<file path="config.mk">
export PLATFORM = sky130hd
export DESIGN_NAME = axilite_timer
export DESIGN_NICKNAME = d
export VERILOG_FILES = /design/src/rtl/axilite_timer.sv
export SDC_FILE = /design/constraint.sdc
export NUM_CORES = 1
export LEC_CHECK = 0
export CORE_UTILIZATION = 40
export CTS_CLUSTER_DIAMETER = 200
export DETAILED_ROUTE_END_ITERATION = 10
export HOLD_SLACK_MARGIN = 0.06
export PLACE_DENSITY = 0.7
export SYNTH_ARGS = -nofsm -noshare
export SYNTH_HDL_FRONTEND = slang
export SYNTH_SLANG_ARGS = --single-unit
</file>
<file path="constraint.sdc">
create_clock -name clk -period 4.9 [get_ports clk]
set_input_delay 0.49 -clock clk [delete_from_list [all_inputs] [get_ports clk]]
set_output_delay 0.49 -clock clk [all_outputs]
set_load 0.01 [all_outputs]
</file>
<file path="src/rtl/axilite_timer.sv">
// AXI4-Lite RISC-V machine timer: 64-bit mtime, 64-bit mtimecmp, CTRL and a
// registered level interrupt. Define AXI_TIMER_PRESCALE_EN to add the PRESCALE
// register at 0x14 and a prescaled mtime tick.
module axilite_timer #(
    parameter logic [63:0] CMP_RESET   = 64'hFFFF_FFFF_FFFF_FFFF,
    parameter int unsigned DECODE_BITS = 5
) (
    input  logic        clk,
    input  logic        rst_n,
    input  logic        axi_awvalid,
    output logic        axi_awready,
    input  logic [31:0] axi_awaddr,
    input  logic [2:0]  axi_awprot,
    input  logic        axi_wvalid,
    output logic        axi_wready,
    input  logic [31:0] axi_wdata,
    input  logic [3:0]  axi_wstrb,
    output logic        axi_bvalid,
    input  logic        axi_bready,
    output logic [1:0]  axi_bresp,
    input  logic        axi_arvalid,
    output logic        axi_arready,
    input  logic [31:0] axi_araddr,
    input  logic [2:0]  axi_arprot,
    output logic        axi_rvalid,
    input  logic        axi_rready,
    output logic [31:0] axi_rdata,
    output logic [1:0]  axi_rresp,
    output logic        timer_irq_o
);

    // Word index width: addr[1:0] are ignored.
    localparam int unsigned IW = DECODE_BITS - 2;

    localparam logic [IW-1:0] IdxMtimeLo = IW'(0);
    localparam logic [IW-1:0] IdxMtimeHi = IW'(1);
    localparam logic [IW-1:0] IdxCmpLo   = IW'(2);
    localparam logic [IW-1:0] IdxCmpHi   = IW'(3);
    localparam logic [IW-1:0] IdxCtrl    = IW'(4);
`ifdef AXI_TIMER_PRESCALE_EN
    localparam logic [IW-1:0] IdxPresc   = IW'(5);
`endif

    localparam logic [1:0] RespOkay   = 2'b00;
    localparam logic [1:0] RespSlvErr = 2'b10;

    // Byte-strobe merge of a 32-bit register word.
    function automatic logic [31:0] merge(input logic [31:0] old_v, input logic [31:0] new_v,
                                          input logic [3:0] strb);
        logic [31:0] r;
        for (int i = 0; i < 4; i++) begin
            r[8*i +: 8] = strb[i] ? new_v[8*i +: 8] : old_v[8*i +: 8];
        end
        return r;
    endfunction

    // State
    logic          aw_full_q, aw_full_d;
    logic [IW-1:0] awidx_q, awidx_d;
    logic          w_full_q, w_full_d;
    logic [31:0]   wdata_q, wdata_d;
    logic [3:0]    wstrb_q, wstrb_d;
    logic          bvalid_q, bvalid_d;
    logic [1:0]    bresp_q, bresp_d;
    logic          rvalid_q, rvalid_d;
    logic [31:0]   rdata_q, rdata_d;
    logic [1:0]    rresp_q, rresp_d;
    logic [63:0]   mtime_q, mtime_d;
    logic [63:0]   mtimecmp_q, mtimecmp_d;
    logic          en_q, en_d;
    logic          irq_en_q, irq_en_d;
    logic [31:0]   hi_shadow_q, hi_shadow_d;
    logic          irq_q, irq_d;
`ifdef AXI_TIMER_PRESCALE_EN
    logic [15:0]   presc_q, presc_d;
    logic [15:0]   pcnt_q, pcnt_d;
`endif

    // Handshakes and the effective (latched or in-flight) write beat
    logic          aw_hs, w_hs, ar_hs, wr_commit;
    logic [IW-1:0] wr_idx, ar_idx;
    logic [31:0]   wr_data;
    logic [3:0]    wr_strb;
    logic          wr_mlo, wr_mhi, wr_clo, wr_chi, wr_ctrl, wr_mapped;
    logic          tick;
`ifdef AXI_TIMER_PRESCALE_EN
    logic          wr_pre;
`endif

    // Address bits above the decode window, addr[1:0] and prot are intentionally ignored.
    logic unused_bits;
    assign unused_bits = ^{axi_awprot, axi_arprot, axi_awaddr[31:DECODE_BITS], axi_awaddr[1:0],
                           axi_araddr[31:DECODE_BITS], axi_araddr[1:0]};

    assign axi_awready = !aw_full_q && !bvalid_q;
    assign axi_wready  = !w_full_q && !bvalid_q;
    assign axi_arready = !rvalid_q;
    assign axi_bvalid  = bvalid_q;
    assign axi_bresp   = bresp_q;
    assign axi_rvalid  = rvalid_q;
    assign axi_rdata   = rdata_q;
    assign axi_rresp   = rresp_q;
    assign timer_irq_o = irq_q;

    assign aw_hs  = axi_awvalid && axi_awready;
    assign w_hs   = axi_wvalid && axi_wready;
    assign ar_hs  = axi_arvalid && axi_arready;
    assign ar_idx = axi_araddr[DECODE_BITS-1:2];

    // Commit on the same edge as the later handshake so bvalid lands one cycle after it.
    assign wr_commit = (aw_full_q || aw_hs) && (w_full_q || w_hs) && !bvalid_q;
    assign wr_idx    = aw_full_q ? awidx_q : axi_awaddr[DECODE_BITS-1:2];
    assign wr_data   = w_full_q ? wdata_q : axi_wdata;
    assign wr_strb   = w_full_q ? wstrb_q : axi_wstrb;

    // Write address decode
    always_comb begin
        wr_mlo  = wr_commit && (wr_idx == IdxMtimeLo);
        wr_mhi  = wr_commit && (wr_idx == IdxMtimeHi);
        wr_clo  = wr_commit && (wr_idx == IdxCmpLo);
        wr_chi  = wr_commit && (wr_idx == IdxCmpHi);
        wr_ctrl = wr_commit && (wr_idx == IdxCtrl);
`ifdef AXI_TIMER_PRESCALE_EN
        wr_pre    = wr_commit && (wr_idx == IdxPresc);
        wr_mapped = wr_mlo || wr_mhi || wr_clo || wr_chi || wr_ctrl || wr_pre;
`else
        wr_mapped = wr_mlo || wr_mhi || wr_clo || wr_chi || wr_ctrl;
`endif
    end

    // Write channel bookkeeping and response
    always_comb begin
        aw_full_d = aw_full_q;
        awidx_d   = awidx_q;
        w_full_d  = w_full_q;
        wdata_d   = wdata_q;
        wstrb_d   = wstrb_q;
        bvalid_d  = bvalid_q;
        bresp_d   = bresp_q;
        if (aw_hs) begin
            aw_full_d = 1'b1;
            awidx_d   = axi_awaddr[DECODE_BITS-1:2];
        end
        if (w_hs) begin
            w_full_d = 1'b1;
            wdata_d  = axi_wdata;
            wstrb_d  = axi_wstrb;
        end
        if (wr_commit) begin
            aw_full_d = 1'b0;
            w_full_d  = 1'b0;
            bvalid_d  = 1'b1;
            bresp_d   = wr_mapped ? RespOkay : RespSlvErr;
        end else if (bvalid_q && axi_bready) begin
            bvalid_d = 1'b0;
        end
    end

    // Read channel: data comes from pre-edge register state
    always_comb begin
        rvalid_d    = rvalid_q;
        rdata_d     = rdata_q;
        rresp_d     = rresp_q;
        hi_shadow_d = hi_shadow_q;
        if (ar_hs) begin
            rvalid_d = 1'b1;
            rdata_d  = 32'h0;
            rresp_d  = RespOkay;
            case (ar_idx)
                IdxMtimeLo: begin
                    rdata_d     = mtime_q[31:0];
                    hi_shadow_d = mtime_q[63:32];
                end
                IdxMtimeHi: rdata_d = hi_shadow_q;
                IdxCmpLo:   rdata_d = mtimecmp_q[31:0];
                IdxCmpHi:   rdata_d = mtimecmp_q[63:32];
                IdxCtrl:    rdata_d = {30'h0, irq_en_q, en_q};
`ifdef AXI_TIMER_PRESCALE_EN
                IdxPresc:   rdata_d = {16'h0, presc_q};
`endif
                default:    rresp_d = RespSlvErr;
            endcase
        end else if (rvalid_q && axi_rready) begin
            rvalid_d = 1'b0;
        end
    end

    // Counter, comparator, control and interrupt next state
    always_comb begin
`ifdef AXI_TIMER_PRESCALE_EN
        tick    = en_q && (pcnt_q == presc_q);
        pcnt_d  = en_q ? (tick ? 16'h0 : pcnt_q + 16'h1) : pcnt_q;
        presc_d = presc_q;
        if (wr_pre) begin
            presc_d[7:0]  = wr_strb[0] ? wr_data[7:0]  : presc_q[7:0];
            presc_d[15:8] = wr_strb[1] ? wr_data[15:8] : presc_q[15:8];
        end
        if (wr_mlo || wr_mhi || wr_pre) begin
            pcnt_d = 16'h0;
        end
`else
        tick = en_q;
`endif
        mtime_d = tick ? mtime_q + 64'd1 : mtime_q;
        // A software write to mtime wins over the increment on that edge.
        if (wr_mlo) begin
            mtime_d = {mtime_q[63:32], merge(mtime_q[31:0], wr_data, wr_strb)};
        end
        if (wr_mhi) begin
            mtime_d = {merge(mtime_q[63:32], wr_data, wr_strb), mtime_q[31:0]};
        end
        mtimecmp_d = mtimecmp_q;
        if (wr_clo) begin
            mtimecmp_d[31:0] = merge(mtimecmp_q[31:0], wr_data, wr_strb);
        end
        if (wr_chi) begin
            mtimecmp_d[63:32] = merge(mtimecmp_q[63:32], wr_data, wr_strb);
        end
        en_d     = en_q;
        irq_en_d = irq_en_q;
        if (wr_ctrl && wr_strb[0]) begin
            en_d     = wr_data[0];
            irq_en_d = wr_data[1];
        end
        irq_d = irq_en_q && (mtime_q >= mtimecmp_q);
    end

    // All state registers, asynchronous active-low reset
    always_ff @(posedge clk or negedge rst_n) begin
        if (!rst_n) begin
            aw_full_q   <= 1'b0;
            awidx_q     <= '0;
            w_full_q    <= 1'b0;
            wdata_q     <= 32'h0;
            wstrb_q     <= 4'h0;
            bvalid_q    <= 1'b0;
            bresp_q     <= RespOkay;
            rvalid_q    <= 1'b0;
            rdata_q     <= 32'h0;
            rresp_q     <= RespOkay;
            mtime_q     <= 64'h0;
            mtimecmp_q  <= CMP_RESET;
            en_q        <= 1'b0;
            irq_en_q    <= 1'b0;
            hi_shadow_q <= 32'h0;
            irq_q       <= 1'b0;
`ifdef AXI_TIMER_PRESCALE_EN
            presc_q     <= 16'h0;
            pcnt_q      <= 16'h0;
`endif
        end else begin
            aw_full_q   <= aw_full_d;
            awidx_q     <= awidx_d;
            w_full_q    <= w_full_d;
            wdata_q     <= wdata_d;
            wstrb_q     <= wstrb_d;
            bvalid_q    <= bvalid_d;
            bresp_q     <= bresp_d;
            rvalid_q    <= rvalid_d;
            rdata_q     <= rdata_d;
            rresp_q     <= rresp_d;
            mtime_q     <= mtime_d;
            mtimecmp_q  <= mtimecmp_d;
            en_q        <= en_d;
            irq_en_q    <= irq_en_d;
            hi_shadow_q <= hi_shadow_d;
            irq_q       <= irq_d;
`ifdef AXI_TIMER_PRESCALE_EN
            presc_q     <= presc_d;
            pcnt_q      <= pcnt_d;
`endif
        end
    end

endmodule

</file>
==> key figures <==
Detailed routing
  – Initial DRT Pass Iterations: 8
  – Detail Route Antenna Nets: 0
  – # DRC: 0
  – Via density: 5.95
  – Routed wire length: 39600 µm
  – Via count: 11600
  – Drt wl/cell: 20.4 µm
  – Iteration-0 DRC Markers: 1132

Timing
  – Final TNS setup: 0 ns
  – Slew Limit Headroom: 0.170
  – Fin crit share: 0.721
  – Min Hold Slack: 0.0576 ns
  – Setup-failing EPs final: 0
  – Final Skew: 0.0194 ns
  – Final hold viol count: 0
  – FMAX: 0.283 GHz
  – Tightest Pin Transition: 1.24 ns
  – Setup slack after layout: 1.37 ns
  – RSZ-0062 raised after global routing: no
  – Post-layout minimum cycle time: 3.53 ns
  – Final max-slew violation count: 0

Critical path
  – CP Capture Type: register
  – Required time worst endpoint: 5.31 ns
  – Slowest-stage cell, CP: o21ai_1
  – Arr. time, crit path: 3.95 ns
  – CP Launch Type: register
  – Crit Path Max Fanout: 27
  – CP Class: reg2reg
  – Critical R2R Launch: aw_full_q
  – CP peak stage delay: 0.89 ns
  – Worst setup path startpoint: aw_full_q
  – Most used cell, CP: buf_4
  – CP cell instances: or3b_1 -> a211oi_4 -> buf_4 -> nand2_1 -> buf_4 -> o21ai_1 -> o21ai_0 -> a22o_1

Min path
  – Hold WC Path Type: in2async

Clock network
  – CTS Buf Count: 26
  – H-tree levels: 1
  – Worst skew pair latency: 0.54 ns
  – Reg clk slew, reported paths: 0.06 ns
  – CTS resizes: 0
  – CTS tree: done
  – Root Driver: clkbuf_16
  – Post-CTS setup buffer count: 0
  – Clk buf depth: 3
  – CTS sink cnt: 240
  – Post-CTS Hold Buffers: 0

Floorplan
  – Die area: 0.0345 mm²
  – Area of the core: 0.0329 mm²
  – Site row count: 66
  – I/O Pins: 155
  – Die Y: 186 µm
  – Chip width: 186 µm
  – Initial Utilization: 0.411

Run
  – Max-Cap Viols: 0

Final layout
  – Nets@finish: 1660
  – ANT cells: 0
  – Layout cells sized above 1: 0.150
  – Area grow syn2layout: 16.5%

Place
  – Post-DP HPWL: 28400 µm
  – PortBufs: 88
  – Placer Congestion: 0.926
  – Post-Place Setup Slack: 1.08 ns

Power
  – Pwr per Cell Area: 593 mW/mm²
  – Flop pwr share: 0.412
  – Int Pwr: 5.61 mW
  – Comb pwr share: 0.374
  – Max VDD drop: 0.408 mV
  – Clock power frac: 0.214
  – Switching power: 3.71 mW
  – Leakage: 6.41 nW
  – Sw frac: 0.399

Logic synthesis
  – Distinct cells, synth: 69
  – #FFs+latches synth: 240
  – Sequential element share of the synthesized area: 0.451
  – Avg Cell Area, Syn: 9.52 µm²
  – Async S/R FF share, synth: 1.00
  – Top_reg_cell synth: dfrtp_1
  – EDFF count, synth: 0
  – Cell Area, Synth: 0.0135 mm²
  – Cells after synthesis: 1418
  – Yosys Warn Count: 0

Global routing
  – Antenna violations before repair: 0
  – Number of global-route vias before repair: 11200
  – Largest net degree at the start of global routing: 122
  – Global-route wire length before repair: 63200 µm
  – Total track usage: 0.235
  – Gr ovfl total: 0

Outcome
  – Status: complete, no violations
layer usage:
layer | global-route usage | up-vias | share of wire
met1 | 0.327 | 5593 | 0.43
met4 | 0.0902 | 0 | 0.036
met2 | 0.367 | 514 | 0.45
li1 | - | 5355 | -
met5 | 0 | - | 0
met3 | 0.0356 | 97 | 0.080
layout make-up:
class | instances | area (µm²)
Clock buffer | 45 | 833
Tap cell | 442 | 553
Fill cell | 3057 | 17100
Clock inverter | 3 | 40.0
Timing Repair Buffer | 112 | 1080
Sequential cell | 240 | 6090
Multi-Input combinational cell | 1022 | 6830
Inverter | 80 | 300
placed cells by master, fill, tap and decap left out, types with 20 or more instances in the layout:
| cell | n |
|---|---|
| a221oi_1 | 36 |
| nor2_1 | 63 |
| o21ai_0 | 144 |
| mux2_2 | 76 |
| inv_1 | 80 |
| ha_1 | 65 |
| buf_4 | 23 |
| nand4_1 | 28 |
| dfrtp_1 | 175 |
| dfstp_2 | 64 |
| nand2_1 | 162 |
| clkbuf_16 | 27 |
| a21oi_1 | 106 |
| clkdlybuf4s50_1 | 87 |
| nor3_1 | 20 |
| nand3_1 | 55 |
| o21ai_1 | 24 |
| a22o_1 | 38 |
| mux2i_1 | 34 |
worst max-delay path, delay by kind of cell (launching register included):
kind	cells	cell delay (ns)
buffers and inverters	2	0.55
DFF	1	0.54
and+or+nand+nor	2	0.61
AOI/OAI and AO/OA	4	1.71
cell families after synthesis:
logic type | Yosys count | share of synthesized area
buffers and inverters | 157 | 0.0459
other | 1 | 0.000278
and+or+nand+nor | 399 | 0.144
muxes | 111 | 0.0895
xor gates and xnor gates | 1 | 0.000649
adders and majority gates | 65 | 0.0603
DFF | 240 | 0.451
AOI/OAI and AO/OA | 444 | 0.209
registers in the layout (all words and copies together), names as in the netlist:
name         count
aw_full_q        1
awidx_q          3
axi_bresp        1
axi_bvalid       1
axi_rdata       32
axi_rresp        1
axi_rvalid       1
en_q             1
hi_shadow_q     32
irq_en_q         1
mtime_q         64
mtimecmp_q      64
timer_irq_o      1
w_full_q         1
wdata_q         32
wstrb_q          4
worst paths after layout:
path	endpoint	depth (start not counted)	slack, ns
max	mtime_q[15]	8	1.37
min	axi_rdata[1]	1	0.06
max reg2reg	mtime_q[15]	8	1.37
min reg2reg	axi_rdata[31]	2	0.48
max in group asynchronous	mtimecmp_q[31]	2	3.71
min in group clk	axi_rdata[31]	2	0.48
power groups by stage:
| stage | Sequential, mW | Combinational, mW | Clock [mW] |
|---|---|---|---|
| after floorplan | 3.50 | 2.42 | 0 |
| after global routing | 3.95 | 3.89 | 2.10 |
| after global placement | 3.80 | 3.30 | 0 |
| after CTS | 3.82 | 3.46 | 2.02 |
| final | 3.84 | 3.49 | 2.00 |
| after detailed placement | 3.85 | 3.43 | 0 |
cells in the mapped netlist (7+ instances only):
cell / n / share of area
dfrtp_1: 176 / 0.33
nand2_1: 162 / 0.045
o21ai_0: 144 / 0.053
a21oi_1: 106 / 0.039
inv_1: 80 / 0.022
mux2_2: 76 / 0.063
nor2_1: 66 / 0.018
ha_1: 65 / 0.060
dfstp_2: 64 / 0.12
nand3_1: 55 / 0.020
clkbuf_1: 54 / 0.015
a22o_1: 38 / 0.025
a221oi_1: 36 / 0.023
mux2i_1: 34 / 0.025
nand4_1: 28 / 0.013
o21ai_1: 24 / 0.0089
nor3_1: 22 / 0.0082
buf_2: 15 / 0.0056
and4_1: 13 / 0.0084
a31oi_1: 12 / 0.0056
and3_1: 12 / 0.0056
o22a_1: 12 / 0.0078
o22ai_1: 12 / 0.0056
o32a_1: 9 / 0.0067
nor4_1: 8 / 0.0037
a21o_1: 7 / 0.0039
metrics by stage:
stage                     power, mW  std cells  utilization  area, µm²
after global placement         7.10       1896        0.452      14900
final                          9.32       1944        0.478      15700
after detailed placement       7.28       1896        0.452      14900
after CTS                      9.29       1944        0.478      15700
after global routing           9.94       1944        0.478      15700
after floorplan                5.91       1419            -      13500
(Power assumes the default switching activity.)
